$ cat src/rtl/uart_regs_pkg.sv
// uart_regs_pkg
// Shared definitions for the memory-mapped UART: register-select codes used
// by the IO/RAM decoder, CTRL/STAT bit positions, the UART address map, the
// serial FSM state type and the BAUD clamp helper.
package uart_regs_pkg;

    // Register-select codes (write select and read select share them).
    localparam logic [2:0] UART_MUX_CTRL = 3'd0;
    localparam logic [2:0] UART_MUX_STAT = 3'd1;
    localparam logic [2:0] UART_MUX_BAUD = 3'd2;
    localparam logic [2:0] UART_MUX_TDR  = 3'd3;
    localparam logic [2:0] UART_MUX_RDR  = 3'd4;

    // CTRL[3:0] = {RXIE, TXIE, RE, TE}
    localparam int CTRL_TE   = 0;
    localparam int CTRL_RE   = 1;
    localparam int CTRL_TXIE = 2;
    localparam int CTRL_RXIE = 3;

    // STAT[4:0] = {FE, ORE, RXNE, TC, TXE}
    localparam int STAT_TXE  = 0;
    localparam int STAT_TC   = 1;
    localparam int STAT_RXNE = 2;
    localparam int STAT_ORE  = 3;
    localparam int STAT_FE   = 4;

    // UART window in the IO region, one word per register.
    localparam logic [31:0] UART_BASE_ADDR = 32'h0000_F000;
    localparam logic [31:0] UART_CTRL_ADDR = UART_BASE_ADDR + 32'h00;
    localparam logic [31:0] UART_STAT_ADDR = UART_BASE_ADDR + 32'h04;
    localparam logic [31:0] UART_BAUD_ADDR = UART_BASE_ADDR + 32'h08;
    localparam logic [31:0] UART_TDR_ADDR  = UART_BASE_ADDR + 32'h0C;
    localparam logic [31:0] UART_RDR_ADDR  = UART_BASE_ADDR + 32'h10;

    // State type shared by the TX and RX frame FSMs.
    typedef enum logic [1:0] {
        ST_IDLE  = 2'd0,
        ST_START = 2'd1,
        ST_DATA  = 2'd2,
        ST_STOP  = 2'd3
    } uart_state_e;

    // A bit period shorter than lo cannot be timed, so raise it to lo.
    function automatic logic [15:0] clamp_baud(input logic [15:0] v, input logic [15:0] lo);
        return (v < lo) ? lo : v;
    endfunction

endpackage

$ cat src/rtl/uart_bit_timer.sv
// uart_bit_timer
// Bit-period down-counter. tick is high in the last clock of each period.
// Ports:
//   clk, rst_n     clock, asynchronous active-low reset
//   start          restart the period this edge (loads period, or period>>1)
//   half           on start, time a half period (RX start-bit centring)
//   period[15:0]   clocks per bit; re-read at every reload, so a new value
//                  only takes effect at a period boundary
//   tick           period elapsed (counter at zero)
module uart_bit_timer (
    input  logic        clk,
    input  logic        rst_n,
    input  logic        start,
    input  logic        half,
    input  logic [15:0] period,
    output logic        tick
);
    logic [15:0] cnt;
    logic [15:0] reload;

    assign reload = half ? {1'b0, period[15:1]} : period;
    assign tick   = (cnt == 16'd0);

    // Free-running once started: after the first (possibly half) period it
    // keeps reloading full periods, which gives the FSMs evenly spaced ticks.
    always_ff @(posedge clk or negedge rst_n) begin
        if (!rst_n) begin
            cnt <= 16'd0;
        end else if (start) begin
            cnt <= reload - 16'd1;
        end else if (cnt == 16'd0) begin
            cnt <= period - 16'd1;
        end else begin
            cnt <= cnt - 16'd1;
        end
    end

endmodule

$ cat src/rtl/uart_regs.sv
// uart_regs
// Memory-mapped 8N1 UART: CTRL/STAT/BAUD/TDR/RDR registers plus TX and RX
// frame FSMs, each timed by its own uart_bit_timer.
// Ports:
//   clk, rst_n            clock, asynchronous active-low reset
//   we_uart               decoder write strobe, one cycle per store
//   uart_reg_mux_out[2:0] write register select
//   rd_sel[2:0]           read register select (rdata is combinational)
//   rd_en                 load in progress; with rd_sel=RDR it consumes RXNE
//   wdata[31:0]           store data
//   rdata[31:0]           read data, zero-extended, unused codes read 0
//   rx                    asynchronous serial input
//   tx                    serial output, idle high
//   irq                   (TXIE & TXE) | (RXIE & RXNE)
// Bus handshake: there is no back-pressure. A write takes effect on the edge
// that samples we_uart=1; a read is a pure combinational select, and only
// the RDR read with rd_en=1 has a side effect, on the following edge.
module uart_regs
    import uart_regs_pkg::*;
#(
    parameter logic [15:0] BAUD_DEFAULT = 16'd434,
    parameter logic [15:0] BAUD_MIN     = 16'd4
) (
    input  logic        clk,
    input  logic        rst_n,
    input  logic        we_uart,
    input  logic [2:0]  uart_reg_mux_out,
    input  logic [2:0]  rd_sel,
    input  logic        rd_en,
    input  logic [31:0] wdata,
    output logic [31:0] rdata,
    input  logic        rx,
    output logic        tx,
    output logic        irq
);
    // Register state
    logic [3:0]  ctrl;
    logic        txe, tc, rxne, ore, fe;
    logic [15:0] baud;
    logic [7:0]  tdr, rdr;

    // Frame FSM state
    uart_state_e tx_state, tx_state_d, rx_state, rx_state_d;
    logic [2:0]  tx_bit, rx_bit;
    logic [7:0]  tx_sh, rx_sh;
    logic        rx_meta, rx_sync, rx_prev;

    // Strobes between decode, FSMs and flags
    logic wr_ctrl, wr_stat, wr_baud, wr_tdr, rd_rdr, tdr_wr_ok;
    logic tx_can_start, tx_load, tx_shift, tx_done, tx_tstart, tx_tick;
    logic rx_fall, rx_tstart, rx_sample, rx_set_rxne, rx_set_ore, rx_set_fe, rx_tick;
    logic [7:0] tx_start_data;
    logic unused_wdata_hi;

    assign unused_wdata_hi = ^wdata[31:16];

    assign wr_ctrl   = we_uart && (uart_reg_mux_out == UART_MUX_CTRL);
    assign wr_stat   = we_uart && (uart_reg_mux_out == UART_MUX_STAT);
    assign wr_baud   = we_uart && (uart_reg_mux_out == UART_MUX_BAUD);
    assign wr_tdr    = we_uart && (uart_reg_mux_out == UART_MUX_TDR);
    assign rd_rdr    = rd_en && (rd_sel == UART_MUX_RDR);
    assign tdr_wr_ok = wr_tdr && txe;

    // A write accepted into an empty TDR may be unloaded on the same edge,
    // so the start bit appears the cycle after the write and TXE stays 1.
    assign tx_can_start  = ctrl[CTRL_TE] && (!txe || tdr_wr_ok);
    assign tx_start_data = txe ? wdata[7:0] : tdr;

    uart_bit_timer u_tx_timer (
        .clk(clk), .rst_n(rst_n), .start(tx_tstart), .half(1'b0),
        .period(baud), .tick(tx_tick)
    );

    uart_bit_timer u_rx_timer (
        .clk(clk), .rst_n(rst_n), .start(rx_tstart), .half(1'b1),
        .period(baud), .tick(rx_tick)
    );

    // TX next-state
    always_comb begin
        tx_state_d = tx_state;
        tx_load    = 1'b0;
        tx_shift   = 1'b0;
        tx_done    = 1'b0;
        tx_tstart  = 1'b0;
        case (tx_state)
            ST_IDLE: if (tx_can_start) begin
                tx_state_d = ST_START;
                tx_load    = 1'b1;
                tx_tstart  = 1'b1;
            end
            ST_START: if (tx_tick) tx_state_d = ST_DATA;
            ST_DATA: if (tx_tick) begin
                tx_shift = 1'b1;
                if (tx_bit == 3'd7) tx_state_d = ST_STOP;
            end
            ST_STOP: if (tx_tick) begin
                if (tx_can_start) begin
                    tx_state_d = ST_START;
                    tx_load    = 1'b1;
                    tx_tstart  = 1'b1;
                end else begin
                    tx_state_d = ST_IDLE;
                    tx_done    = 1'b1;
                end
            end
            default: tx_state_d = ST_IDLE;
        endcase
    end

    // Decoded from state so reset drives tx high without waiting for a clock.
    always_comb begin
        tx = 1'b1;
        if (tx_state == ST_START)     tx = 1'b0;
        else if (tx_state == ST_DATA) tx = tx_sh[0];
    end

    // RX next-state
    assign rx_fall = rx_prev && !rx_sync;

    always_comb begin
        rx_state_d  = rx_state;
        rx_tstart   = 1'b0;
        rx_sample   = 1'b0;
        rx_set_rxne = 1'b0;
        rx_set_ore  = 1'b0;
        rx_set_fe   = 1'b0;
        case (rx_state)
            ST_IDLE: if (ctrl[CTRL_RE] && rx_fall) begin
                rx_state_d = ST_START;
                rx_tstart  = 1'b1;
            end
            // Mid-start-bit check: a line already back high was a glitch.
            ST_START: if (rx_tick) rx_state_d = rx_sync ? ST_IDLE : ST_DATA;
            ST_DATA: if (rx_tick) begin
                rx_sample = 1'b1;
                if (rx_bit == 3'd7) rx_state_d = ST_STOP;
            end
            ST_STOP: if (rx_tick) begin
                rx_state_d = ST_IDLE;
                if (!rx_sync)  rx_set_fe   = 1'b1;
                else if (rxne) rx_set_ore  = 1'b1;
                else           rx_set_rxne = 1'b1;
            end
            default: rx_state_d = ST_IDLE;
        endcase
        // Dropping RE abandons the frame without touching any flag.
        if (!ctrl[CTRL_RE]) begin
            rx_state_d  = ST_IDLE;
            rx_tstart   = 1'b0;
            rx_sample   = 1'b0;
            rx_set_rxne = 1'b0;
            rx_set_ore  = 1'b0;
            rx_set_fe   = 1'b0;
        end
    end

    always_ff @(posedge clk or negedge rst_n) begin
        if (!rst_n) begin
            tx_state <= ST_IDLE;
            rx_state <= ST_IDLE;
        end else begin
            tx_state <= tx_state_d;
            rx_state <= rx_state_d;
        end
    end

    // Datapath and register file
    always_ff @(posedge clk or negedge rst_n) begin
        if (!rst_n) begin
            ctrl    <= 4'd0;
            txe     <= 1'b1;
            tc      <= 1'b1;
            rxne    <= 1'b0;
            ore     <= 1'b0;
            fe      <= 1'b0;
            baud    <= BAUD_DEFAULT;
            tdr     <= 8'd0;
            rdr     <= 8'd0;
            tx_bit  <= 3'd0;
            tx_sh   <= 8'd0;
            rx_bit  <= 3'd0;
            rx_sh   <= 8'd0;
            rx_meta <= 1'b1;
            rx_sync <= 1'b1;
            rx_prev <= 1'b1;
        end else begin
            rx_meta <= rx;
            rx_sync <= rx_meta;
            rx_prev <= rx_sync;

            if (wr_ctrl) ctrl <= wdata[3:0];
            if (wr_baud) baud <= clamp_baud(wdata[15:0], BAUD_MIN);
            if (tdr_wr_ok) tdr <= wdata[7:0];

            if (tx_load)        txe <= 1'b1;
            else if (tdr_wr_ok) txe <= 1'b0;

            if (tx_load)      tc <= 1'b0;
            else if (tx_done) tc <= 1'b1;

            if (tx_load) begin
                tx_sh  <= tx_start_data;
                tx_bit <= 3'd0;
            end else if (tx_shift) begin
                tx_sh  <= {1'b0, tx_sh[7:1]};
                tx_bit <= tx_bit + 3'd1;
            end

            if (rx_tstart) begin
                rx_bit <= 3'd0;
            end else if (rx_sample) begin
                rx_sh  <= {rx_sync, rx_sh[7:1]};
                rx_bit <= rx_bit + 3'd1;
            end

            // Hardware set has priority over software clear.
            if (rx_set_rxne) begin
                rdr  <= rx_sh;
                rxne <= 1'b1;
            end else if (rd_rdr) begin
                rxne <= 1'b0;
            end

            if (rx_set_ore)                      ore <= 1'b1;
            else if (wr_stat && wdata[STAT_ORE]) ore <= 1'b0;

            if (rx_set_fe)                       fe <= 1'b1;
            else if (wr_stat && wdata[STAT_FE])  fe <= 1'b0;
        end
    end

    always_comb begin
        rdata = 32'd0;
        case (rd_sel)
            UART_MUX_CTRL: rdata = {28'd0, ctrl};
            UART_MUX_STAT: rdata = {27'd0, fe, ore, rxne, tc, txe};
            UART_MUX_BAUD: rdata = {16'd0, baud};
            UART_MUX_TDR:  rdata = {24'd0, tdr};
            UART_MUX_RDR:  rdata = {24'd0, rdr};
            default:       rdata = 32'd0;
        endcase
    end

    assign irq = (ctrl[CTRL_TXIE] && txe) || (ctrl[CTRL_RXIE] && rxne);

endmodule

$ cat config.mk
export PLATFORM = sky130hd
export DESIGN_NAME = uart_regs
export DESIGN_NICKNAME = d
export VERILOG_FILES = /design/src/rtl/uart_regs_pkg.sv /design/src/rtl/uart_bit_timer.sv /design/src/rtl/uart_regs.sv
export SDC_FILE = /design/constraint.sdc
export NUM_CORES = 1
export LEC_CHECK = 0
export CAP_MARGIN = 20
export CORE_ASPECT_RATIO = 0.7
export CORE_UTILIZATION = 45
export CTS_BUF_LIST = sky130_fd_sc_hd__clkbuf_4 sky130_fd_sc_hd__clkbuf_8
export CTS_CLUSTER_DIAMETER = 150
export DETAILED_ROUTE_END_ITERATION = 7
export PLACE_DENSITY = 0.67
export SYNTH_ARGS = -nofsm -noshare
export SYNTH_HDL_FRONTEND = slang
export SYNTH_SLANG_ARGS = --single-unit
$ cat constraint.sdc
create_clock -name clk -period 3.1 [get_ports clk]
set_input_delay 0.31 -clock clk [delete_from_list [all_inputs] [get_ports clk]]
set_output_delay 0.31 -clock clk [all_outputs]
set_load 0.05 [all_outputs]
# ---- Yosys cells after proc, flatten, opt, wreduce, memory -nomap -nowiden
# Index checks and enable logic that the tools add are counted.
dict set report totals {
  latchBits 0
  ram_bits 0
  mem_count 0
  in_bits 43
  register_bits 102
  rom_bits 0
  output_inout_bits 34
}
dict set report classes {
  add_sub_neg 6
  n_mul 0
  div_mod_pow 0
  eq_ne 25
  n_bitwise 1
  n_reduce_logical 33
  muxes 68
  n_shift 0
  magnitude_cmp 1
}
# cell n
set ops {}
lappend ops {{$mux W16} 5}
lappend ops {{$pmux W16 S5} 1}
lappend ops {{$sub A16 B1 Y16 const B} 3}
lappend ops {{$mux W1} 40}
lappend ops {{$logic_not A16 Y1} 2}
lappend ops {{$mux W2} 12}
lappend ops {{$mux W8} 3}
lappend ops {{$lt A16 B3 Y1 const B} 1}
lappend ops {{$pmux W2 S4} 2}
lappend ops {{$sub A15 B1 Y16 const B} 1}
lappend ops {{$ne A3 B3 Y1 const B} 5}
lappend ops {{$reduce_bool A2 Y1} 7}
lappend ops {{$logic_and A1 B1 Y1} 13}
lappend ops {{$eq A3 B2 Y1 const B} 4}
lappend ops {{$mux W3} 4}
lappend ops {{$ne A2 B2 Y1 const B} 5}
lappend ops {{$reduce_and A5 Y1} 2}
lappend ops {{$eq A3 B3 Y1 const B} 3}
lappend ops {{$eq A2 B2 Y1 const B} 4}
lappend ops {{$add A3 B1 Y3 const B} 2}
lappend ops {{$eq A3 B1 Y1 const B} 2}
lappend ops {{$logic_not A3 Y1} 2}
lappend ops {{$eq A2 B1 Y1 const B} 2}
lappend ops {{$logic_not A2 Y1} 2}
lappend ops {{other kinds (5)} 7}

# ---- Depth between registers and ports, before layout
# Gate-level depths: netlist (run 1).
dict set report depth {
  ltp_word 10
  depth_mapped 10
}

# ---- Cells and area by module
# Synthesis (run 1) repeated with hierarchy kept, for this count alone.
dict set report unflattened {
  hier_cells 603
  area_unflattened_um2 6228.5
}
# mod instances area_per_inst_um2 seq_area_each_um2 cells_per_inst
set modules_own_cells {}
lappend modules_own_cells {uart_regs 1 3508.4 1764.2 305}
lappend modules_own_cells {uart_bit_timer 2 1360.1 400.4 149}

# ---- Least setup slack after synthesis (run 1)
# No wires, ideal clock.
dict set report synth_timing {
  path_type {register to register}
  start {reg u_rx_timer.cnt[7]}
  end {reg rdr[0]}
  path_stages_with_launch 6
  required_ps 2975
  path_buffers 0
  setup_time_ps 125
  arrival_ps 2389
  period_less_slack_ps 2514
  path_slack_ps 586
  cell_sequence {dfrtp_1 > or4_4 > nor4b_4 > nand2_4 > nor4b_4 > mux2_2}
}
dict set report synth_between {
  elab_chain_len 4
}
# element line
set synth_lines {}
lappend synth_lines {{start, declared} uart_bit_timer.sv:18} ;# logic [15:0] cnt;
lappend synth_lines {{start signal, assigned} uart_bit_timer.sv:30} ;# cnt <= reload - 16'd1;
lappend synth_lines {{start signal, assigned} uart_bit_timer.sv:32} ;# cnt <= period - 16'd1;
lappend synth_lines {{start signal, assigned} uart_bit_timer.sv:34} ;# cnt <= cnt - 16'd1;
lappend synth_lines {{$logic_not A16 Y1} uart_bit_timer.sv:22} ;# assign tick = (cnt == 16'd0);
lappend synth_lines {{$mux W1} uart_regs.sv:139} ;# ST_STOP: if (rx_tick) begin
lappend synth_lines {{$mux W1} uart_regs.sv:128} ;# case (rx_state)
lappend synth_lines {{$mux W1} uart_regs.sv:148} ;# if (!ctrl[CTRL_RE]) begin
lappend synth_lines {{end signal, assigned} uart_regs.sv:219} ;# rdr <= rx_sh;
lappend synth_lines {{end, declared} uart_regs.sv:40} ;# logic [7:0] tdr, rdr;
# Every way passes these cells.
# A chain may end at the register's enable or synchronous reset.

# ---- Final worst setup path (run 1)
dict set report layout_timing {
  start {reg baud[0]}
  end {out rdata[0]}
}
dict set report layout_between {
  elab_chain_len 1
}
# element line
set layout_lines {}
lappend layout_lines {{start, declared} uart_regs.sv:39} ;# logic [15:0] baud;
lappend layout_lines {{start signal, assigned} uart_regs.sv:193} ;# if (wr_baud) baud <= clamp_baud(wdata[15:0], BAUD_MIN);
lappend layout_lines {{$pmux W16 S5} uart_regs.sv:235} ;# case (rd_sel)
lappend layout_lines {{end, declared} uart_regs.sv:31} ;# output logic [31:0] rdata,
# Every way passes these cells.

==> reports/summary.md, run 1 <==
The floorplan step defined a core boundary enclosing 0.0131 mm^2. The wire length reported by the detailed router is 14.8 mm. For the clock group share of total power, the log shows 24.1%. The number of antenna violations at the first check in global routing came out at 0. The tools report the post-cts repair resize count as 0. After routing, the total negative slack on setup checks comes to 0 ns. Yosys printed 0 warnings. Net switching share of the total power: 36.1%. TritonCTS built the clock tree. Internal power comes to 2350 uW. The floorplan step defined a die boundary enclosing 0.0139 mm^2. The net count of the finished layout is 684. The tools report the number of CTS-inserted buffers as 9. The clock drives 102 sinks. The post-synthesis area per instance came out at 10.4 um^2.

In the routed design, unresolved DRC markers number 0. Setup violations remaining at the end of the flow were counted as 0. Synthesis inferred 102 register bits. The worst setup path is of the reg -> out kind. The total number of vias was 4512; the number of distinct library cell variants in the gate-level netlist after synthesis was 57.

0 antenna diodes ended up in the layout. The clock transition time at the flip-flop clock pins of the worst setup and hold paths was 0.10 ns; the final critical delay including setup and external delays was 2.59 ns. Among all flip-flop cells after synthesis, the most frequent one is sky130_fd_sc_hd__dfrtp_1. The filler cells instantiated in the layout total 1146. The count of pins over their slew limit is 0, and the synthesis-to-layout area growth is 16.1%. Counting every instance in the synthesized netlist gives 581. The critical path buffer and inverter count came out at 2. Yosys mapped a number of flops with a built-in enable equal to 0. The maximum clock frequency is 386 MHz. The standard-cell row count was 35; the maximum cell stage delay along the critical path was 0.71 ns.

For this block, the initial DRC count from the detailed router was 231. Entering global routing, the biggest net connects 64 pins. Setup repair after global routing left no endpoint under its margin.

CTS placed an instance of sky130_fd_sc_hd__clkbuf_8 at the clock tree root. Buffers placed on the I/O ports in this run total 44. At the later pin of the worst-skew pair, clock insertion delay measures 0.38 ns. The HPWL after detailed placement came out at 11.2 mm. CTS built an H-tree with a depth of 3.

For the pin with the worst max-slew slack, the measured transition is 0.853 ns. Using the TritonRoute via totals, the vias-per-cell ratio works out to 5.67. The net switching power figure is 1330 uW. In the final layout, the share of cells above drive strength 1 is 20.6%. In the final routed layout, each cell accounts on average for 18.7 um.

Headroom to the max-slew limit came out at 43.1%. Setup slack closes at 0.510 ns. STA classifies the critical path startpoint as a flop.

The worst setup path is captured at a primary output. The fraction of the cycle the final worst path needs works out to 83.6%. For the number of buffers inserted for hold repair after clock tree synthesis, the log shows 0. The total congestion overflow came out at 0.

Buffers added to address setup during post-CTS repair amount to 0. Class of the tightest hold or removal check: in -> async. For the first-pass GRT wire length, the log shows 24.6 mm. The worst-path cell with the longest stage delay is sky130_fd_sc_hd__clkdlybuf4s50_1. The weighted congestion reported at the end of routability-driven placement was 0.872.

Registers are responsible for 48.7% of the overall power. At the placement stage, the worst setup path has a slack of 0.556 ns. The clock arrives with 0.00837 ns of skew. The die is 99.0 um tall. The run finished with clean final reports. Once the floorplan was initialized, standard cells occupied 46.1% of the core. Count of final hold-check violations: 0.

The cell family with the largest share of critical-path delay is buffers and inverters. The tools report the post-route antenna net violation count as 0. Combinational logic is responsible for 27.2% of the overall power. The via count of the first global-routing pass is 4591. During I/O placement, the number of pins put on the boundary was 77. STA puts the critical path data required time at 2.79 ns. Power per cell area: 522 mW/mm^2.

Global routing consumed, over all layers together, 23.2% of the routing resources. The share of the Yosys chip area taken by registers is 42.4%. The fraction of synthesis flops using an asynchronous set or reset pin came out at 100%. The mapped cell area is 0.00605 mm^2, and the number of cells in the finished layout apart from fillers is 796. Walking the worst path, the cells encountered are mux4_2, inv_1, o21ai_0, clkdlybuf4s50_1.

Once placement completed, the tool counted placed cells totaling 780. The final design utilization was 53.5%. The pre-antenna-repair detailed-routing pass consisted of 4 iterations. At the worst endpoint, the arrival time is 2.28 ns. The maximum number of buffers from clock root to sink came out at 2. Of all nets on the critical path, the largest fanout is 6.

The run gives 0.00318 uW as the leakage power summed over all cells. The overall die width works out to 141 um. Across the run, the number of max-cap violations was 0. The worst-case IR drop observed on VDD is 0.285 mV.
[cells by family (layout without fill, tap and decap cells)]
family                     count (synthesis)  after routing  synth area share, %
and+or+nand+nor                          179            179                 16.5
muxes                                    105            105                 18.7
DFF                                      102            102                 42.4
AOI/OAI and AO/OA                         66             66                 6.97
buffers and inverters                     62             96                 4.90
xor gates and xnor gates                  50             50                 7.24
adders and majority gates                 16             16                 3.31
other                                      1             16               0.0620
[routing by layer]
| layer | routed length, um | share of wire, % | global-route usage (%) | vias up |
|---|---|---|---|---|
| met4 | 190 | 1.3 | 6.27 | 0 |
| li1 | - | - | - | 2126 |
| met3 | 750 | 5.1 | 5.10 | 14 |
| met1 | 7320 | 49 | 33.7 | 2253 |
| met5 | 0 | 0 | 0 | - |
| met2 | 6590 | 44 | 34.7 | 119 |
[Yosys cell counts, drive strengths merged (2+ instances only)]
cell type / instances / area, um^2
nand4b: 2 / 17.5
dfstp: 10 / 263
a211oi: 2 / 15.0
a31o: 4 / 35.0
o22ai: 4 / 25.0
and3: 10 / 62.6
nand4: 9 / 56.3
xnor2: 27 / 236
mux2i: 50 / 500
buf: 24 / 154
nand2: 33 / 131
nor2: 43 / 161
dfrtp: 92 / 2300
a22oi: 3 / 22.5
nor2b: 5 / 31.3
a22o: 3 / 26.3
or4: 6 / 52.6
ha: 16 / 200
nor4b: 6 / 88.8
nand2b: 3 / 18.8
nor3b: 6 / 45.0
a21oi: 20 / 100
a21o: 3 / 22.5
o31ai: 2 / 15.0
mux2: 54 / 608
inv: 18 / 67.6
and4: 2 / 17.5
o21ai: 12 / 60.1
clkbuf: 20 / 75.1
nand3: 19 / 95.1
nor3: 13 / 65.1
or3: 2 / 12.5
a31oi: 3 / 18.8
nor4: 14 / 93.8
a21boi: 4 / 30.0
and2: 2 / 12.5
xor2: 23 / 201
[layout make-up]
cell class                      instances  area [um^2]  share of cell area (%)
Clock buffer                            9          124                    1.76
Clock inverter                          7         77.6                    1.10
Inverter                               18         67.6                   0.961
Multi-Input combinational cell        432         3250                    46.3
Sequential cell                       102         2560                    36.5
Tap cell                              166          208                    2.95
Timing Repair Buffer                   62          736                    10.5
[flip-flops by register name, summed over array words and instances, names as in the netlist, 2 cells and up]
register,count
ctrl,4
tdr,8
baud,16
rx_sh,8
tx_state,2
tx_bit,3
u_rx_timer.cnt,16
u_tx_timer.cnt,16
rx_state,2
rx_bit,3
tx_sh,8
rdr,8
[final timing paths]
check	start	depth (start not counted)	slack, ns	end
max	baud[0]$_DFFE_PN0P_	4	0.51	rdata[0]
min	rst_n	1	0.03	tx_bit[0]$_DFFE_PN0P_
max reg2reg	u_rx_timer.cnt[7]$_DFF_PN0_	5	0.58	rdr[1]$_DFFE_PN0P_
min reg2reg	rx_meta$_DFF_PN1_	0	0.36	rx_sync$_DFF_PN1_
max in group asynchronous	rst_n	2	2.29	rx_sync$_DFF_PN1_
min in group clk	rx	1	0.32	rx_meta$_DFF_PN1_
[stage by stage]
step | hold slack, ns | area [um^2] | total power [uW]
2_1_floorplan | 0.0144 | 6110 | 2430
5_1_grt | 0.0823 | 7030 | 3880
3_3_place_gp | 0.346 | 6830 | 2760
4_1_cts | 0.0609 | 7030 | 3690
3_5_place_dp | 0.347 | 6830 | 2790
6_report | 0.0275 | 7030 | 3670
[power groups by stage]
stage	logic, uW	registers (uW)	clock network [uW]
after floorplan	767	1660	0
after global placement	963	1790	0
after detailed placement	991	1800	0
after CTS	996	1780	910
after global routing	1100	1810	969
final	999	1790	885
[cell usage in the layout, fill, tap and decap left out, drive strengths merged, types with 3 or more instances in the layout]
| cell type | n |
|---|---|
| conb | 16 |
| a21oi | 20 |
| nand4 | 9 |
| nand2b | 3 |
| a22o | 3 |
| and3 | 10 |
| nor2b | 5 |
| a21o | 3 |
| o22ai | 4 |
| a21boi | 4 |
| nor3 | 13 |
| a31o | 4 |
| xnor2 | 27 |
| o21ai | 12 |
| nor3b | 6 |
| or4 | 6 |
| ha | 16 |
| a31oi | 3 |
| dfstp | 10 |
| nor4b | 6 |
| nor4 | 14 |
| a22oi | 3 |
| xor2 | 23 |
| nor2 | 43 |
| nand3 | 19 |
| mux2 | 54 |
| nand2 | 33 |
| dfrtp | 92 |
| buf | 34 |
| inv | 21 |
| mux2i | 50 |
| clkdlybuf4s50 | 28 |
| clkbuf | 9 |
[worst reg2reg max path, stage by stage (launching register included)]
cell	delay, ns
sky130_fd_sc_hd__dfrtp_1	0.42
sky130_fd_sc_hd__or4_4	0.59
sky130_fd_sc_hd__nor4b_4	0.36
sky130_fd_sc_hd__nand2_4	0.09
sky130_fd_sc_hd__nor4b_4	0.55
sky130_fd_sc_hd__mux2_2	0.41
Power figures use the tool's default switching activity.
==> run 2: changes to the inputs <==
- clock period: 3.1 -> 2.55 ns (I/O delays scaled with it)
==> reports/summary.md, run 2 (synthesized netlist as in run 1, its figures left out) <==
Total design power: 4550 uW. The power per cell area is 636 mW/mm^2, and the setup skew after layout is 0.0134 ns. The startpoint identified for the worst register-to-register timing path is u_rx_timer.cnt[6]$_DFF_PN0_. Routability-driven placement finished with a final weighted congestion of 0.863. The clock network latency to the later pin of the worst-skew pair was 0.39 ns; the slew at the pin closest to its max-slew limit was 0.662 ns.

OpenSTA, run right after detailed placement, puts the worst setup slack at 0.138 ns. The post-route setup TNS came out at 0 ns. The data required time at the worst endpoint came out at 2.83 ns. The first detailed-routing pass took 5 iterations. For the count of final hold-check violations, the log shows 0. For the TritonCTS sink count, the log shows 102. Sink of the worst hold path: rx_meta$_DFF_PN1_. The run gives 4472 as the via count of the first global-routing pass. The clock transition time at the flip-flop clock pins of the worst setup and hold paths came out at 0.10 ns.

In the final layout, the registers with the most flip-flops are baud x16, u_rx_timer.cnt x16, u_tx_timer.cnt x16. Once routing completed, OpenROAD measured the worst setup slack at 0.136 ns. In this run the most critical hold path is launched from rx.

The tools report the number of antenna violations at the first check in global routing as 0. The worst setup path is captured at a flop. Buffers added to address setup during post-CTS repair amount to 0. The floorplan has 35 rows. The filler cells instantiated in the layout total 1126. The run gives 414 MHz as the maximum clock frequency. The count of pins over their slew limit came out at 0. For the CTS H-tree depth, the log shows 3. Most common cell after layout, fill and taps aside: sky130_fd_sc_hd__dfrtp_1. Walking the worst path, the cells encountered are or4_4, nor4b_4, nand2_4, nor4b_4, buf_4, mux2_2.

The floorplan die area came out at 0.0139 mm^2. Data arrives at the worst endpoint at 2.69 ns. The first global-routing pass estimated 24.6 mm of wire. Dividing the detail-routed via count by the number of cells gives 5.65. The initial utilization of the core area, before any placement, comes to 46.1%.

Setup repair after global routing left no endpoint under its margin. For this run the aggregate overflow at the end of global routing stands at 0. Entering global routing, the biggest net connects 56 pins. 0 antenna diodes ended up in the layout.

For this run, design rule violations remaining after detail routing come to 0. Buffers inserted during clock tree synthesis total 9. 77 I/O pins were placed.

TritonCTS built the clock tree. In this run the critical register-to-register path is captured at rdr[4]$_DFFE_PN0P_. The clock passes through at most 2 buffers. The run gives 15.3 mm as the wire length reported by the detailed router. The library cells used most frequently in the layout, excluding fill and tap cells, are 92 x sky130_fd_sc_hd__dfrtp_1, 54 x sky130_fd_sc_hd__mux2_2, 50 x sky130_fd_sc_hd__mux2i_1, 43 x sky130_fd_sc_hd__nor2_1, 34 x sky130_fd_sc_hd__buf_4. HPWL after detailed placement: 11.6 mm. The count of maximum capacitance violations is 0. In this run the horizontal extent of the chip is 141 um. Cells with a size suffix above 1 make up 22.6% of the layout. The maximum fanout encountered on the critical timing path came out at 8. The tree is rooted in a sky130_fd_sc_hd__clkbuf_8. The run gives 0.272 mV as the maximum vdd drop. The run gives 4586 as the total number of vias. The overall die height is 99.0 um, and the synthesis-to-layout area growth is 18.2%. In this run the tightest slew margin relative to its limit is 55.8%.

The run gives 23.2% as the total track usage. Final critical delay including setup and external delays: 2.41 ns. The number of violations reported at the end of detailed-routing iteration 0 is 385. The run gives 0.0131 mm^2 as the core area.

The worst-path cell with the longest stage delay was sky130_fd_sc_hd__or4_4. The depth of the worst hold-timing path is 1. Dividing the final minimum period by the clock period gives 94.7%. The worst setup path is launched from a flop. The count of final setup violators came out at 0.

By startpoint and endpoint, the worst setup path is classified as reg -> reg. The maximum cell stage delay along the critical path is 0.59 ns. Post-route antenna net violation count: 0. The number of port buffers came out at 44. The most frequent cell on the critical path is sky130_fd_sc_hd__nor4b_4. The class of the tightest hold or removal check is in -> reg. For the worst flop-to-flop path, the logic depth is 6. Reg-to-reg setup timing slack: 0.14 ns. For this design the static power due to leakage is 0.00325 uW.

Dividing the detail-routed wire length by the instance count gives 18.8 um. The flow ran to the end, and the final reports show no timing, DRC or antenna violations. For this run, the post-layout net count is 700.
-- run 2: changes by cell type in the layout (fill, tap and decap cells not counted), sizes merged --
cell           change
buf               +16
clkdlybuf4s50      -1
clkinv             -1
clkinvlp           +2
dlygate4sd3        +1
inv                -1
-- run 2: through the flow --
stage | cells | hold slack (ns) | utilization, % | cell area, um^2
2_1_floorplan | 596 | -0.0406 | - | 6110
5_1_grt | 812 | 0.264 | 54.4 | 7150
3_5_place_dp | 795 | 0.329 | 52.8 | 6940
3_3_place_gp | 795 | 0.309 | 52.8 | 6940
6_report | 812 | 0.269 | 54.4 | 7150
4_1_cts | 812 | 0.247 | 54.4 | 7150
-- run 2: worst max-delay path by stage --
stage,startpoint,slack (ns),endpoint
after floorplan,u_rx_timer.cnt[7]$_DFF_PN0_,0.04,rdr[0]$_DFFE_PN0P_
after global placement,u_rx_timer.cnt[7]$_DFF_PN0_,0.19,rdr[0]$_DFFE_PN0P_
after detailed placement,u_rx_timer.cnt[7]$_DFF_PN0_,0.14,rdr[0]$_DFFE_PN0P_
after CTS,u_rx_timer.cnt[7]$_DFF_PN0_,0.12,rdr[0]$_DFFE_PN0P_
after global routing,baud[2]$_DFFE_PN0P_,0.06,u_rx_timer.cnt[15]$_DFF_PN0_
final,u_rx_timer.cnt[6]$_DFF_PN0_,0.14,rdr[4]$_DFFE_PN0P_
-- run 2: layout make-up --
| type | instances | area, um^2 | share of cell area (%) |
|---|---|---|---|
| multi-input cells | 432 | 3250 | 45.5 |
| repair buffers | 78 | 856 | 12.0 |
| flip-flops and latches | 102 | 2560 | 35.9 |
| clock inverters | 7 | 81.3 | 1.14 |
| inverters | 18 | 67.6 | 0.945 |
| well taps | 166 | 208 | 2.90 |
| clock buffers | 9 | 124 | 1.73 |
-- run 2: power breakdown --
part | internal (uW) | switching [uW] | total, uW
logic | 601 | 730 | 1330
registers | 1830 | 305 | 2130
clock network | 465 | 619 | 1080
-- run 2: repair_timing --
item / 4_1_cts / 5_1_grt
hold buffers: 1 / 0
gates resized for setup: 0 / 0
hold endpoints to repair: 45 / 0
-- run 2: layer usage --
metal | routed length [um] | GRT usage (%)
met1 | 7530 | 34.3
met2 | 6590 | 33.4
met3 | 1040 | 6.80
met4 | 112 | 4.52
met5 | 0 | 0
-- run 2: critical path: cells and delay by family (launching register included) --
| kind | cells | cell delay (ns) |
|---|---|---|
| buf+inv | 1 | 0.22 |
| flops | 1 | 0.44 |
| mux | 1 | 0.35 |
| simple gates | 4 | 1.31 |
